**config.mk**
```make
export PLATFORM = sky130hd
export DESIGN_NAME = lfsr_rng_arbiter
export DESIGN_NICKNAME = d
export VERILOG_FILES = /design/src/rtl/lfsr_pkg.sv /design/src/rtl/lfsr_core.sv /design/src/rtl/lfsr_rng_arbiter.sv
export SDC_FILE = /design/constraint.sdc
export NUM_CORES = 1
export LEC_CHECK = 0
export CAP_MARGIN = 20
export CELL_PAD_IN_SITES_DETAIL_PLACEMENT = 1
export CELL_PAD_IN_SITES_GLOBAL_PLACEMENT = 2
export CORE_ASPECT_RATIO = 0.9
export CORE_MARGIN = 2
export CORE_UTILIZATION = 32
export CTS_CLUSTER_DIAMETER = 50
export DETAILED_ROUTE_END_ITERATION = 16
export PLACE_DENSITY_LB_ADDON = 0.1
export RECOVER_POWER = 100
export SLEW_MARGIN = 20
export SYNTH_ARGS = -nofsm -noshare
export SYNTH_HDL_FRONTEND = slang
export SYNTH_HIERARCHICAL = 1
export SYNTH_SLANG_ARGS = --single-unit
```
**constraint.sdc**
```tcl
create_clock -name clk -period 3.2 [get_ports clk]
set_input_delay 0.48 -clock clk [delete_from_list [all_inputs] [get_ports clk]]
set_output_delay 0.48 -clock clk [all_outputs]
set_load 0.005 [all_outputs]
```
**src/rtl/lfsr_pkg.sv**
```systemverilog
// -----------------------------------------------------------------------------
// lfsr_pkg
//   Shared definitions for the LFSR random-byte arbiter:
//     - LFSR width, feedback tap mask and default seed
//     - arbiter FSM state encoding
//     - lfsr_next(): one Fibonacci step of x^8+x^6+x^5+x^4+1
// -----------------------------------------------------------------------------
package lfsr_pkg;

    localparam int LFSR_W = 8;

    // Bits 7,5,4,3 feed the XOR that becomes the new LSB.
    localparam logic [LFSR_W-1:0] TAP_MASK = 8'hB8;

    // Value after reset and the substitute for an illegal all-zero seed.
    localparam logic [LFSR_W-1:0] SEED_DEFAULT = 8'h01;

    typedef enum logic [1:0] {
        IDLE    = 2'd0,
        STEP    = 2'd1,
        DELIVER = 2'd2
    } state_e;

    // Shift left, new LSB is the parity of the tapped bits.
    function automatic logic [LFSR_W-1:0] lfsr_next(input logic [LFSR_W-1:0] cur);
        return {cur[LFSR_W-2:0], ^(cur & TAP_MASK)};
    endfunction

endpackage

```
**src/rtl/lfsr_core.sv**
```systemverilog
// -----------------------------------------------------------------------------
// lfsr_core
//   8-bit Fibonacci LFSR register with synchronous load and step enables.
//   Holds its value when neither load nor step is asserted.
//
// Ports:
//   clk      in   clock
//   reset    in   asynchronous active-high reset (loads SEED)
//   load     in   load load_val this cycle (wins over step)
//   load_val in   8-bit value to load; caller guarantees it is non-zero
//   step     in   advance one LFSR step this cycle
//   q        out  current LFSR value
// -----------------------------------------------------------------------------
module lfsr_core
    import lfsr_pkg::*;
#(
    parameter logic [LFSR_W-1:0] SEED = SEED_DEFAULT
) (
    input  logic              clk,
    input  logic              reset,
    input  logic              load,
    input  logic [LFSR_W-1:0] load_val,
    input  logic              step,
    output logic [LFSR_W-1:0] q
);

    logic [LFSR_W-1:0] lfsr_q;
    logic [LFSR_W-1:0] lfsr_d;

    always_comb begin
        lfsr_d = lfsr_q;
        if (load) begin
            lfsr_d = load_val;
        end else if (step) begin
            lfsr_d = lfsr_next(lfsr_q);
        end
    end

    always_ff @(posedge clk or posedge reset) begin
        if (reset) begin
            lfsr_q <= SEED;
        end else begin
            lfsr_q <= lfsr_d;
        end
    end

    assign q = lfsr_q;

endmodule

```
**src/rtl/lfsr_rng_arbiter.sv**
```systemverilog
// -----------------------------------------------------------------------------
// lfsr_rng_arbiter
//   Shares one 8-bit LFSR among N_REQ requesters. A round-robin search picks
//   one requester in IDLE, the LFSR then advances STEPS times, and the
//   resulting byte is offered on a valid/ready response channel tagged with
//   the requester index. A seed can be loaded while IDLE; a zero seed is
//   replaced by SEED_DEFAULT and flagged in a sticky error bit.
//
// Handshakes (valid/ready):
//   A transfer happens on a rising clk edge where valid && ready are both 1.
//   Once rsp_valid rises, rsp_valid/rsp_data/rsp_id/gnt stay stable until
//   that transfer. The seed channel transfers on seed_valid && seed_ready;
//   seed_ready is high only in IDLE, so a seed offered while busy waits.
//
// Ports:
//   clk           in   clock
//   reset         in   asynchronous active-high reset
//   req           in   level request per requester, held until accepted
//   gnt           out  one-hot grant, high from grant until accepted
//   rsp_valid     out  random byte available
//   rsp_ready     in   consumer accepts the byte
//   rsp_data      out  random byte (keeps its value after acceptance)
//   rsp_id        out  index of the granted requester
//   seed_valid    in   seed load request
//   seed_data     in   seed value
//   seed_ready    out  high in IDLE only
//   busy          out  high whenever the FSM is not IDLE
//   zero_seed_err out  sticky flag, set when a zero seed is loaded
//   dbg_state     out  current FSM state encoding (lfsr_pkg::state_e)
// -----------------------------------------------------------------------------
module lfsr_rng_arbiter #(
    parameter int         N_REQ        = 4,
    parameter int         ID_W         = 2,
    parameter int         STEPS        = 4,
    parameter logic [7:0] SEED_DEFAULT = lfsr_pkg::SEED_DEFAULT
) (
    input  logic             clk,
    input  logic             reset,
    input  logic [N_REQ-1:0] req,
    output logic [N_REQ-1:0] gnt,
    output logic             rsp_valid,
    input  logic             rsp_ready,
    output logic [7:0]       rsp_data,
    output logic [ID_W-1:0]  rsp_id,
    input  logic             seed_valid,
    input  logic [7:0]       seed_data,
    output logic             seed_ready,
    output logic             busy,
    output logic             zero_seed_err,
    output logic [1:0]       dbg_state
);

    import lfsr_pkg::*;

    // Index arithmetic is done in 4 bits: rr_ptr + offset never exceeds
    // 2*N_REQ-2 = 14 for N_REQ <= 8.
    state_e           state_q, state_d;
    logic [3:0]       cnt_q, cnt_d;
    logic [ID_W-1:0]  rr_q, rr_d;
    logic [ID_W-1:0]  id_q, id_d;
    logic [N_REQ-1:0] gnt_q, gnt_d;
    logic             valid_q, valid_d;
    logic [7:0]       data_q, data_d;
    logic             err_q, err_d;

    logic             lfsr_load;
    logic             lfsr_step;
    logic [7:0]       lfsr_val;
    logic [7:0]       load_val;

    logic [15:0]      req_ext;
    logic [3:0]       idx;
    logic [3:0]       pick;
    logic             found;
    logic [3:0]       id_inc;

    // ------------------------------------------------------------------
    // LFSR datapath
    // ------------------------------------------------------------------
    assign load_val = (seed_data == 8'h00) ? SEED_DEFAULT : seed_data;

    lfsr_core #(
        .SEED (SEED_DEFAULT)
    ) u_lfsr_core (
        .clk      (clk),
        .reset    (reset),
        .load     (lfsr_load),
        .load_val (load_val),
        .step     (lfsr_step),
        .q        (lfsr_val)
    );

    // ------------------------------------------------------------------
    // Round-robin search: first set request at or above rr_ptr, wrapping.
    // ------------------------------------------------------------------
    always_comb begin
        req_ext = 16'(req);
        found   = 1'b0;
        pick    = '0;
        idx     = '0;
        for (int i = 0; i < N_REQ; i++) begin
            idx = 4'(rr_q) + 4'(i);
            if (idx >= 4'(N_REQ)) begin
                idx = idx - 4'(N_REQ);
            end
            if (!found && req_ext[idx]) begin
                found = 1'b1;
                pick  = idx;
            end
        end
    end

    // Pointer after serving rsp_id: one past it, wrapping at N_REQ.
    assign id_inc = 4'(id_q) + 4'd1;

    // ------------------------------------------------------------------
    // FSM next state and datapath control
    // ------------------------------------------------------------------
    always_comb begin
        state_d   = state_q;
        cnt_d     = cnt_q;
        rr_d      = rr_q;
        id_d      = id_q;
        gnt_d     = gnt_q;
        valid_d   = valid_q;
        data_d    = data_q;
        err_d     = err_q;
        lfsr_load = 1'b0;
        lfsr_step = 1'b0;

        case (state_q)
            IDLE: begin
                // A seed wins over a same-cycle request; the request is
                // served next cycle from the freshly loaded seed.
                if (seed_valid) begin
                    lfsr_load = 1'b1;
                    if (seed_data == 8'h00) begin
                        err_d = 1'b1;
                    end
                end else if (found) begin
                    gnt_d   = N_REQ'(16'd1 << pick);
                    id_d    = ID_W'(pick);
                    cnt_d   = 4'(STEPS);
                    state_d = STEP;
                end
            end

            STEP: begin
                lfsr_step = 1'b1;
                cnt_d     = cnt_q - 4'd1;
                if (cnt_q == 4'd1) begin
                    // Capture the value the LFSR holds after this last step.
                    valid_d = 1'b1;
                    data_d  = lfsr_next(lfsr_val);
                    state_d = DELIVER;
                end
            end

            DELIVER: begin
                if (rsp_ready) begin
                    valid_d = 1'b0;
                    gnt_d   = '0;
                    rr_d    = (id_inc >= 4'(N_REQ)) ? '0 : ID_W'(id_inc);
                    state_d = IDLE;
                end
            end

            default: begin
                state_d = IDLE;
            end
        endcase
    end

    // ------------------------------------------------------------------
    // State registers
    // ------------------------------------------------------------------
    always_ff @(posedge clk or posedge reset) begin
        if (reset) begin
            state_q <= IDLE;
            cnt_q   <= '0;
            rr_q    <= '0;
            id_q    <= '0;
            gnt_q   <= '0;
            valid_q <= 1'b0;
            data_q  <= '0;
            err_q   <= 1'b0;
        end else begin
            state_q <= state_d;
            cnt_q   <= cnt_d;
            rr_q    <= rr_d;
            id_q    <= id_d;
            gnt_q   <= gnt_d;
            valid_q <= valid_d;
            data_q  <= data_d;
            err_q   <= err_d;
        end
    end

    // ------------------------------------------------------------------
    // Outputs
    // ------------------------------------------------------------------
    assign gnt           = gnt_q;
    assign rsp_valid     = valid_q;
    assign rsp_data      = data_q;
    assign rsp_id        = id_q;
    assign seed_ready    = (state_q == IDLE);
    assign busy          = (state_q != IDLE);
    assign zero_seed_err = err_q;
    assign dbg_state     = state_q;

endmodule

```
==> impl_metrics.yaml, run 1 <==
status:
  status: "finished clean"
clock_tree:
  cts.sink_count: 32
  ctsHoldBuffers: 0
  clk_pin_slew_ns: 0.07
  cts_resized: 0
  cts_buffers: 5
  insertion_delay_ns: 0.28
  htreeDepth: 2
  cts_root_buffer: "clkbuf_8"
  clockBufferDepth: 2
  tritoncts: "done"
  post-cts-setup-buffers: 0
cells_and_area:
  fin_util_pct: 41.35
  drive_gt1_share_pct: 11.90
  layout_commonest_cell: "dfrtp_1"
  diodes: 0
  seq_area_um2: 802.0
  fill_cells: 664
  syn_to_final_growth_pct: 26.44
  nets: 231
  multi_input_area_um2: 912.1
  final_cell_mix: "dfrtp_1, dlygate4sd3_1, nand2_1, inv_1"
global_routing:
  grt_pass1_wl_um: 7541
  overflow: 0
  grt_pass1_vias: 1516
  antenna_found_initial: 0
  grt_max_degree: 25
  grtUsageTotal_pct: 14.78
timing:
  period_needed_ns: 2.829
  max_slew_margin_pct: 35.92
  finalCritPeriodShare_pct: 88.41
  final-hold-violation-count: 0
  rsz0062_at_grt: "no"
  slew_violations: 0
  fin_skew_ns: 0.008776
  hold_slack_ns: 0.4618
  setup_viol: 0
  clock.fmax_ghz: 0.3535
  fin_setup_tns_ns: 0
  tightest_slew_ns: 0.9602
  setup_slack_ns: 0.3708
synth:
  synthTopCellsByArea: "dfrtp_1, mux2i_1, mux2_2"
  synthSimpleGateAreaFrac_pct: 10.40
  yosysSeqAreaShare_pct: 43.58
  ys_warn_count: 6
  synthAdderAreaFrac_pct: 4.079
  yosysTopAreaCell: "dfrtp_1"
  synth_mux_area_share_pct: 16.86
  ys_seq_elements: 32
  synth_top_family_by_area: "multiplexers"
  synthesis.area_um2: 1841
  yosysUniqueCellTypes: 44
  synthArstFlopShare_pct: 100.0
  yosys.area_share.xor_xnor_pct: 2.855
  yosysTopAreaCellShare_pct: 42.15
  synth_edf_count: 0
  synth_area_per_cell_um2: 10.28
  synthFlopType: "dfrtp_1"
  syn-num-nets: 201
  syn_inst: 179
  synth-compound-area-share_pct: 15.64
die:
  io_pins: 36
  die_w_um: 83.94
  die_area_um2: 6375
  start_util_pct: 32.70
  core_um2: 5628
  die_y_um: 75.95
  rows: 26
placement:
  place.gp.congestion: 0.8681
  pre_cts_ws_ns: 0.4962
  io_buffers: 35
  dp_hpwl_um: 3329
routing:
  wire_per_inst_um: 15.82
  drc: 0
  via_per_inst: 5.075
  vias: 1421
  ant_nets: 0
  dr.pass1.iters: 3
  drtIter0Drc: 45
  drt_wl_total_um: 4430
setup_path:
  cp-start-kind: "flip-flop"
  critPathRequiredTime_ns: 3.34
  worst_setup_path_end_kind: "flip-flop"
  critPathArrivalTime_ns: 2.97
  cp_max_fo: 8
  crit_type: "flip-flop to flip-flop"
power:
  power_w: 0.002285
  ir_worst_vdd_v: 0.0003337
  p_leak_nw: 1.030
  power_density_nw_per_um2: 981.7
min_path:
  min-delay-path-class: "flip-flop to flip-flop"
job:
  drv_cap: 0
[per-stage QoR]
step	cells	cell area (µm²)
finish	280	2327
global placement	272	2225
global route	280	2327
CTS	280	2332
detailed placement	272	2225
floorplan	179	1841
[synth_stat cells (3+ instances only)]
master    number
a21oi_1        7
o21ai_1        5
ha_1           6
o21ai_0       10
nor2_1         6
nand2_1       16
clkbuf_1      10
dfrtp_1       31
mux4_2         3
inv_1         16
xnor2_1        4
mux2_2         9
o22ai_1        5
mux2i_1       13
[critical path, stage by stage (launching register included)]
cell and delay [ns]:
dfrtp_1 0.56, inv_1 0.16, ha_1 0.49, mux4_2 0.41, or3_1 0.51, o21ai_0 0.24
mux2i_1 0.16, o2bb2ai_1 0.16
[final timing paths]
path	start	slack (ns)	depth (start not counted)	to
worst max-delay path	rr_q[1]	0.37	7	gnt[0]
worst min-delay path	zero_seed_err	0.46	1	zero_seed_err
worst max register to register	rr_q[1]	0.37	7	gnt[0]
worst min register to register	zero_seed_err	0.46	1	zero_seed_err
max in group asynchronous	reset	1.70	2	rsp_id[1]
min in group asynchronous	reset	0.65	2	u_lfsr_core/q[1]
[layer usage]
metal	vias to the layer above	GRT usage (%)	routed length, µm	part of all wire [%]
met2	26	22.00	1916	43
met5	-	0	0	0
met1	705	22.08	2366	53
met3	2	3.050	130	2.9
met4	0	3.387	16	0.36
li1	688	-	-	-
[report_power, final]
group	internal, W	switching, W	total [W]
combinational	0.000585	0.000555	0.00114
clock	0.000231	0.000148	0.000379
sequential	0.000593	0.000173	0.000766
[cell families (layout without fill, tap and decap cells)]
kind of cell / after synthesis / in the layout
flops: 32 / 32
fa+ha+maj: 6 / 6
simple gates: 38 / 38
compound gates: 42 / 42
mux: 26 / 26
xor+xnor: 6 / 6
buf+inv: 29 / 60
[sequential cells by signal (all words and copies together), names as in the netlist]
signal / flops
rsp_valid: 1
cnt_q: 4
rsp_id: 2
dbg_state: 2
rsp_data: 8
zero_seed_err: 1
u_lfsr_core/q: 8
gnt: 4
rr_q: 2
[final cells by class]
cell class,instances,area share (%)
timing repair buffer,36,15.38
clock inverter,2,1.505
multi-input combinational,118,39.19
sequential,32,34.46
tap,70,3.763
clock buffer,6,3.118
inverter,16,2.581
Power figures use the tool's default switching activity.
==> run 2: changes to the inputs <==
CORE_ASPECT_RATIO = unset   (was 0.9)
GPL_TIMING_DRIVEN = 0   (was unset)
==> run 2 against run 1 <==
  * Flip-flop and latch count stayed put
  * Clock skew hardly changed
  * Register-to-register slack worse by 0.02 ns
  * Die area hardly changed
  * Critical path depth is 1 higher
  * Core utilization is 1.3 points higher
  * Global-route usage is 0.45 points higher
  * Total power is 3.2% lower
  * Clock power is 22% lower
  * Sequential power is 3.1% lower
  * Hold slack better by 0.014 ns
  * Cell count is 5.0% higher
==> impl_metrics.yaml, run 2 (same netlist as run 1, synthesis figures left out) <==
status:
  status: "finished clean"
cells_and_area:
  fill_cells: 645
  nets: 243
  diodes: 0
  instances_no_fill: 294
  fin_util_pct: 42.62
  layout_commonest_cell: "dfrtp_1"
  drive_gt1_share_pct: 11.71
  final_cell_mix: "dfrtp_1, dlygate4sd3_1, nand2_1"
  syn_to_final_growth_pct: 28.28
placement:
  place.gp.congestion: 0.7591
  dp_hpwl_um: 3335
  io_buffers: 35
  dp_cells: 286
clock_tree:
  cts_resized: 0
  cts_root_buffer: "clkbuf_8"
  ctsHoldBuffers: 0
  clk_pin_slew_ns: 0.06
  cts_buffers: 5
  tritoncts: "done"
  insertion_delay_ns: 0.28
  cts.sink_count: 32
  htreeDepth: 2
  clockBufferDepth: 2
  post-cts-setup-buffers: 0
routing:
  drt_wl_total_um: 4294
  drtIter0Drc: 61
  via_per_inst: 4.952
  wire_per_inst_um: 14.61
  dr.pass1.iters: 3
  drc: 0
  vias: 1456
  ant_nets: 0
power:
  power_density_nw_per_um2: 936.7
  power_w: 0.002212
  clkPwrFrac_pct: 13.4
  p_comb_share_pct: 53.1
  switching_power_w: 0.0008554
  p_int_w: 0.001356
  seqPwrFrac_pct: 33.5
  ir_worst_vdd_v: 0.0002808
  switching_share_pct: 38.68
  p_leak_nw: 1.033
timing:
  fin_skew_ns: 0.008708
  rsz0062_at_grt: "no"
  finalCritPeriodShare_pct: 89.10
  clock.fmax_ghz: 0.3507
  period_needed_ns: 2.851
  final-hold-violation-count: 0
  tightest_slew_ns: 0.9234
  fin_setup_tns_ns: 0
  slew_violations: 0
  hold_slack_ns: 0.4758
  max_slew_margin_pct: 38.06
  setup_viol: 0
global_routing:
  antenna_found_initial: 0
  overflow: 0
  grt_max_degree: 25
  grtUsageTotal_pct: 15.23
  grt_pass1_vias: 1574
  grt_pass1_wl_um: 7555
setup_path:
  cp_max_fo: 7
  worst_setup_path_end_kind: "flip-flop"
  critPathRequiredTime_ns: 3.35
  critPathArrivalTime_ns: 3.00
  crit_type: "flip-flop to flip-flop"
  cp-start-kind: "flip-flop"
  rrSetupSlack_ns: 0.35
min_path:
  min-delay-path-class: "flip-flop to flip-flop"
die:
  start_util_pct: 33.22
  die_area_um2: 6374
  die_y_um: 79.84
  core_um2: 5540
  rows: 27
  io_pins: 36
  die_w_um: 79.84
job:
  drv_cap: 0
-- run 2: changes by cell type in the layout (fill, tap and decap cells not counted) --
cell / previous run / this run
buf_6: 0 / 1
or3_4: 0 / 1
inv_1: 16 / 15
dlygate4sd3_1: 22 / 21
clkinv_1: 0 / 1
or3_1: 2 / 1
clkdlybuf4s50_1: 13 / 14
clkbuf_1: 1 / 13
bufinv_16: 1 / 0
-- run 2: path summary, 6_finish.rpt --
path	cells past startpoint	startpoint	endpoint
setup reg to reg	8	rr_q[1]	gnt[1]
hold / removal	2	rsp_data[0]	rsp_data[0]
setup / recovery	8	rr_q[1]	gnt[1]
max in group asynchronous	2	reset	cnt_q[3]
min in group asynchronous	2	reset	u_lfsr_core/q[2]
hold reg to reg	2	rsp_data[0]	rsp_data[0]
-- run 2: critical path, stage by stage (launching register included) --
cell and delay, ns:
dfrtp_1 0.34, clkbuf_1 0.31, inv_1 0.16, ha_1 0.46, mux4_2 0.41, or3_4 0.46
o21ai_2 0.28, nor2_1 0.15, o2bb2ai_1 0.15
-- run 2: cell type report --
cell class                      count  area, µm²  share of cell area (%)
Buffer                             13      60.06                   2.544
Clock buffer                        7      76.32                   3.233
Clock inverter                      1      5.005                  0.2120
Inverter                           16      60.06                   2.544
Multi-Input combinational cell    118      917.1                   38.84
Sequential cell                    32      802.0                   33.97
Tap cell                           72      90.09                   3.816
Timing Repair Buffer               35      350.3                   14.84
-- run 2: power by group through the flow --
stage	logic, W	clock network, W	registers, W
floorplan	0.000817	0	0.000726
global placement	0.00119	0	0.000748
detailed placement	0.00124	0	0.000758
CTS	0.00124	0.000314	0.000752
global route	0.00132	0.000332	0.000778
finish	0.00117	0.000297	0.000742
-- run 2: per-stage QoR --
stage | area [µm²] | setup WS [ns]
floorplan | 1841 | 0.7301
global placement | 2281 | 0.4005
detailed placement | 2281 | 0.3361
CTS | 2362 | 0.3294
global route | 2361 | 0.09013
finish | 2361 | 0.3489
-- run 2: metal layers --
layer  track usage, %  part of all wire (%)
met2            27.31                    51
met3            3.620                   4.0
met5                0                     0
met1            18.17                    44
met4            4.068                   1.1
==> run 3: changes to the inputs <==
CORE_UTILIZATION = 35   (was 32)
clock period = 3.37 ns   (was 3.2 ns; I/O delays follow)
==> run 3 against run 2 <==
  * Cell count shrank 0.68%
  * Critical path depth is the same
  * Design area is essentially flat
  * Hold slack gained 0.0010 ns
  * Combinational power shrank 6%
  * Count of clock-buffer cells in the layout grew 1
  * Global-route usage is essentially flat
  * First-iteration DRC count shrank 43%
  * Setup slack lost 0.011 ns
  * Largest cell class unchanged
==> impl_metrics.yaml, run 3 (same netlist as run 1, synthesis figures left out) <==
status:
  status: "finished clean"
placement:
  pre_cts_ws_ns: 0.4685
  dp_hpwl_um: 3278
  io_buffers: 35
  dp_cells: 284
  place.gp.congestion: 0.7796
setup_path:
  critPathArrivalTime_ns: 3.19
  critPathRequiredTime_ns: 3.53
  cp-start-kind: "flip-flop"
  reg2reg_from: "rr_q[1]"
  r2r.worst_path.cells: 8
  rrSetupSlack_ns: 0.34
  r2r_end: "gnt[0]"
  cp_max_fo: 7
  crit_type: "flip-flop to flip-flop"
  worst_setup_path_end_kind: "flip-flop"
cells_and_area:
  fin_util_pct: 46.55
  instances_no_fill: 292
  diodes: 0
  syn_to_final_growth_pct: 28.35
  layout_commonest_cell: "dfrtp_1"
  fill_cells: 595
  nets: 243
  drive_gt1_share_pct: 11.26
  final_cell_mix: "dfrtp_1, dlygate4sd3_1, nand2_1"
global_routing:
  use_met2_pct: 28.32
  grtUsageMet3_pct: 2.962
  grt_pass1_vias: 1536
  grtUsageTotal_pct: 15.20
  top_usage_layer: "met2"
  overflow: 0
  antenna_found_initial: 0
  grt_use_met1_pct: 17.35
  grt_pass1_wl_um: 7113
  grt_max_degree: 25
timing:
  clock.fmax_ghz: 0.3298
  slew_violations: 0
  setup_viol: 0
  max_slew_margin_pct: 37.13
  setup_slack_ns: 0.3375
  hold_slack_ns: 0.4769
  fin_setup_tns_ns: 0
  tightest_slew_ns: 0.9372
  period_needed_ns: 3.033
  rsz0062_at_grt: "no"
  final-hold-violation-count: 0
  finalCritPeriodShare_pct: 89.99
  fin_skew_ns: 0.005225
clock_tree:
  cts.sink_count: 32
  tritoncts: "done"
  insertion_delay_ns: 0.28
  ctsHoldBuffers: 0
  clk_pin_slew_ns: 0.07
  post-cts-setup-buffers: 0
  cts_buffers: 5
  htreeDepth: 2
  clockBufferDepth: 2
  cts_root_buffer: "clkbuf_8"
  cts_resized: 0
die:
  die_y_um: 76.52
  die_area_um2: 5855
  die_w_um: 76.52
  core_um2: 5075
  rows: 26
  io_pins: 36
  start_util_pct: 36.27
routing:
  vias: 1431
  wire_per_inst_um: 14.33
  dr.pass1.iters: 4
  drtIter0Drc: 35
  via_per_inst: 4.901
  drc: 0
  ant_nets: 0
  drt_wl_total_um: 4185
power:
  p_leak_nw: 1.035
  power_density_nw_per_um2: 893.9
  ir_worst_vdd_v: 0.0003178
min_path:
  hold_depth: 1
  min-delay-path-class: "flip-flop to flip-flop"
  hold_path_end: "zero_seed_err"
  min_from: "zero_seed_err"
job:
  drv_cap: 0
[run 3: changes by cell type in the layout (fill, tap and decap cells not counted)]
| cell | change |
|---|---|
| or3_1 | +1 |
| clkbuf_8 | +1 |
| or3_4 | -1 |
| clkinv_2 | -1 |
[run 3: how the worst max path moves through the flow]
stage                        from  endpoint  slack (ns)  cells after the start
after floorplan           rr_q[1]    gnt[0]        0.90                      8
after global placement    rr_q[1]    gnt[1]        0.62                      8
after detailed placement  rr_q[1]    gnt[1]        0.47                      8
after CTS                 rr_q[1]    gnt[1]        0.46                      8
after global routing      rr_q[1]    gnt[0]        0.17                      8
final                     rr_q[1]    gnt[0]        0.34                      8
[run 3: cell type report]
cell class                 instances  area, µm²  area share [%]
buffer                            13      60.06           2.542
clock buffer                       8      90.09           3.814
inverter                          16      60.06           2.542
multi-input combinational        118      912.1           38.61
sequential                        32      802.0           33.95
tap                               70      87.58           3.708
timing repair buffer              35      350.3           14.83
[run 3: per-stage QoR]
| step | instance area, µm² | power, W |
|---|---|---|
| floorplan | 1841 | 0.001465 |
| global placement | 2278 | 0.001849 |
| detailed placement | 2278 | 0.001895 |
| CTS | 2369 | 0.002207 |
| global route | 2362 | 0.002301 |
| finish | 2362 | 0.002112 |
[run 3: routing by layer]
| layer | vias to the layer above | routed length [µm] |
|---|---|---|
| met2 | 24 | 2240 |
| met5 | - | 0 |
| met3 | 5 | 137 |
| met4 | 0 | 45 |
| li1 | 705 | - |
| met1 | 697 | 1761 |
[run 3: power breakdown]
part | internal (W) | switching (W)
Combinational | 0.000574 | 0.000530
Clock | 0.000166 | 0.000135
Sequential | 0.000563 | 0.000143
[run 3: critical path, cell delays in order, from the launching register on]
cell,delay [ns]
dfrtp_1,0.36
clkbuf_1,0.35
inv_1,0.17
ha_1,0.48
mux4_2,0.41
or3_1,0.53
o21ai_0,0.26
mux2i_1,0.19
o2bb2ai_1,0.16
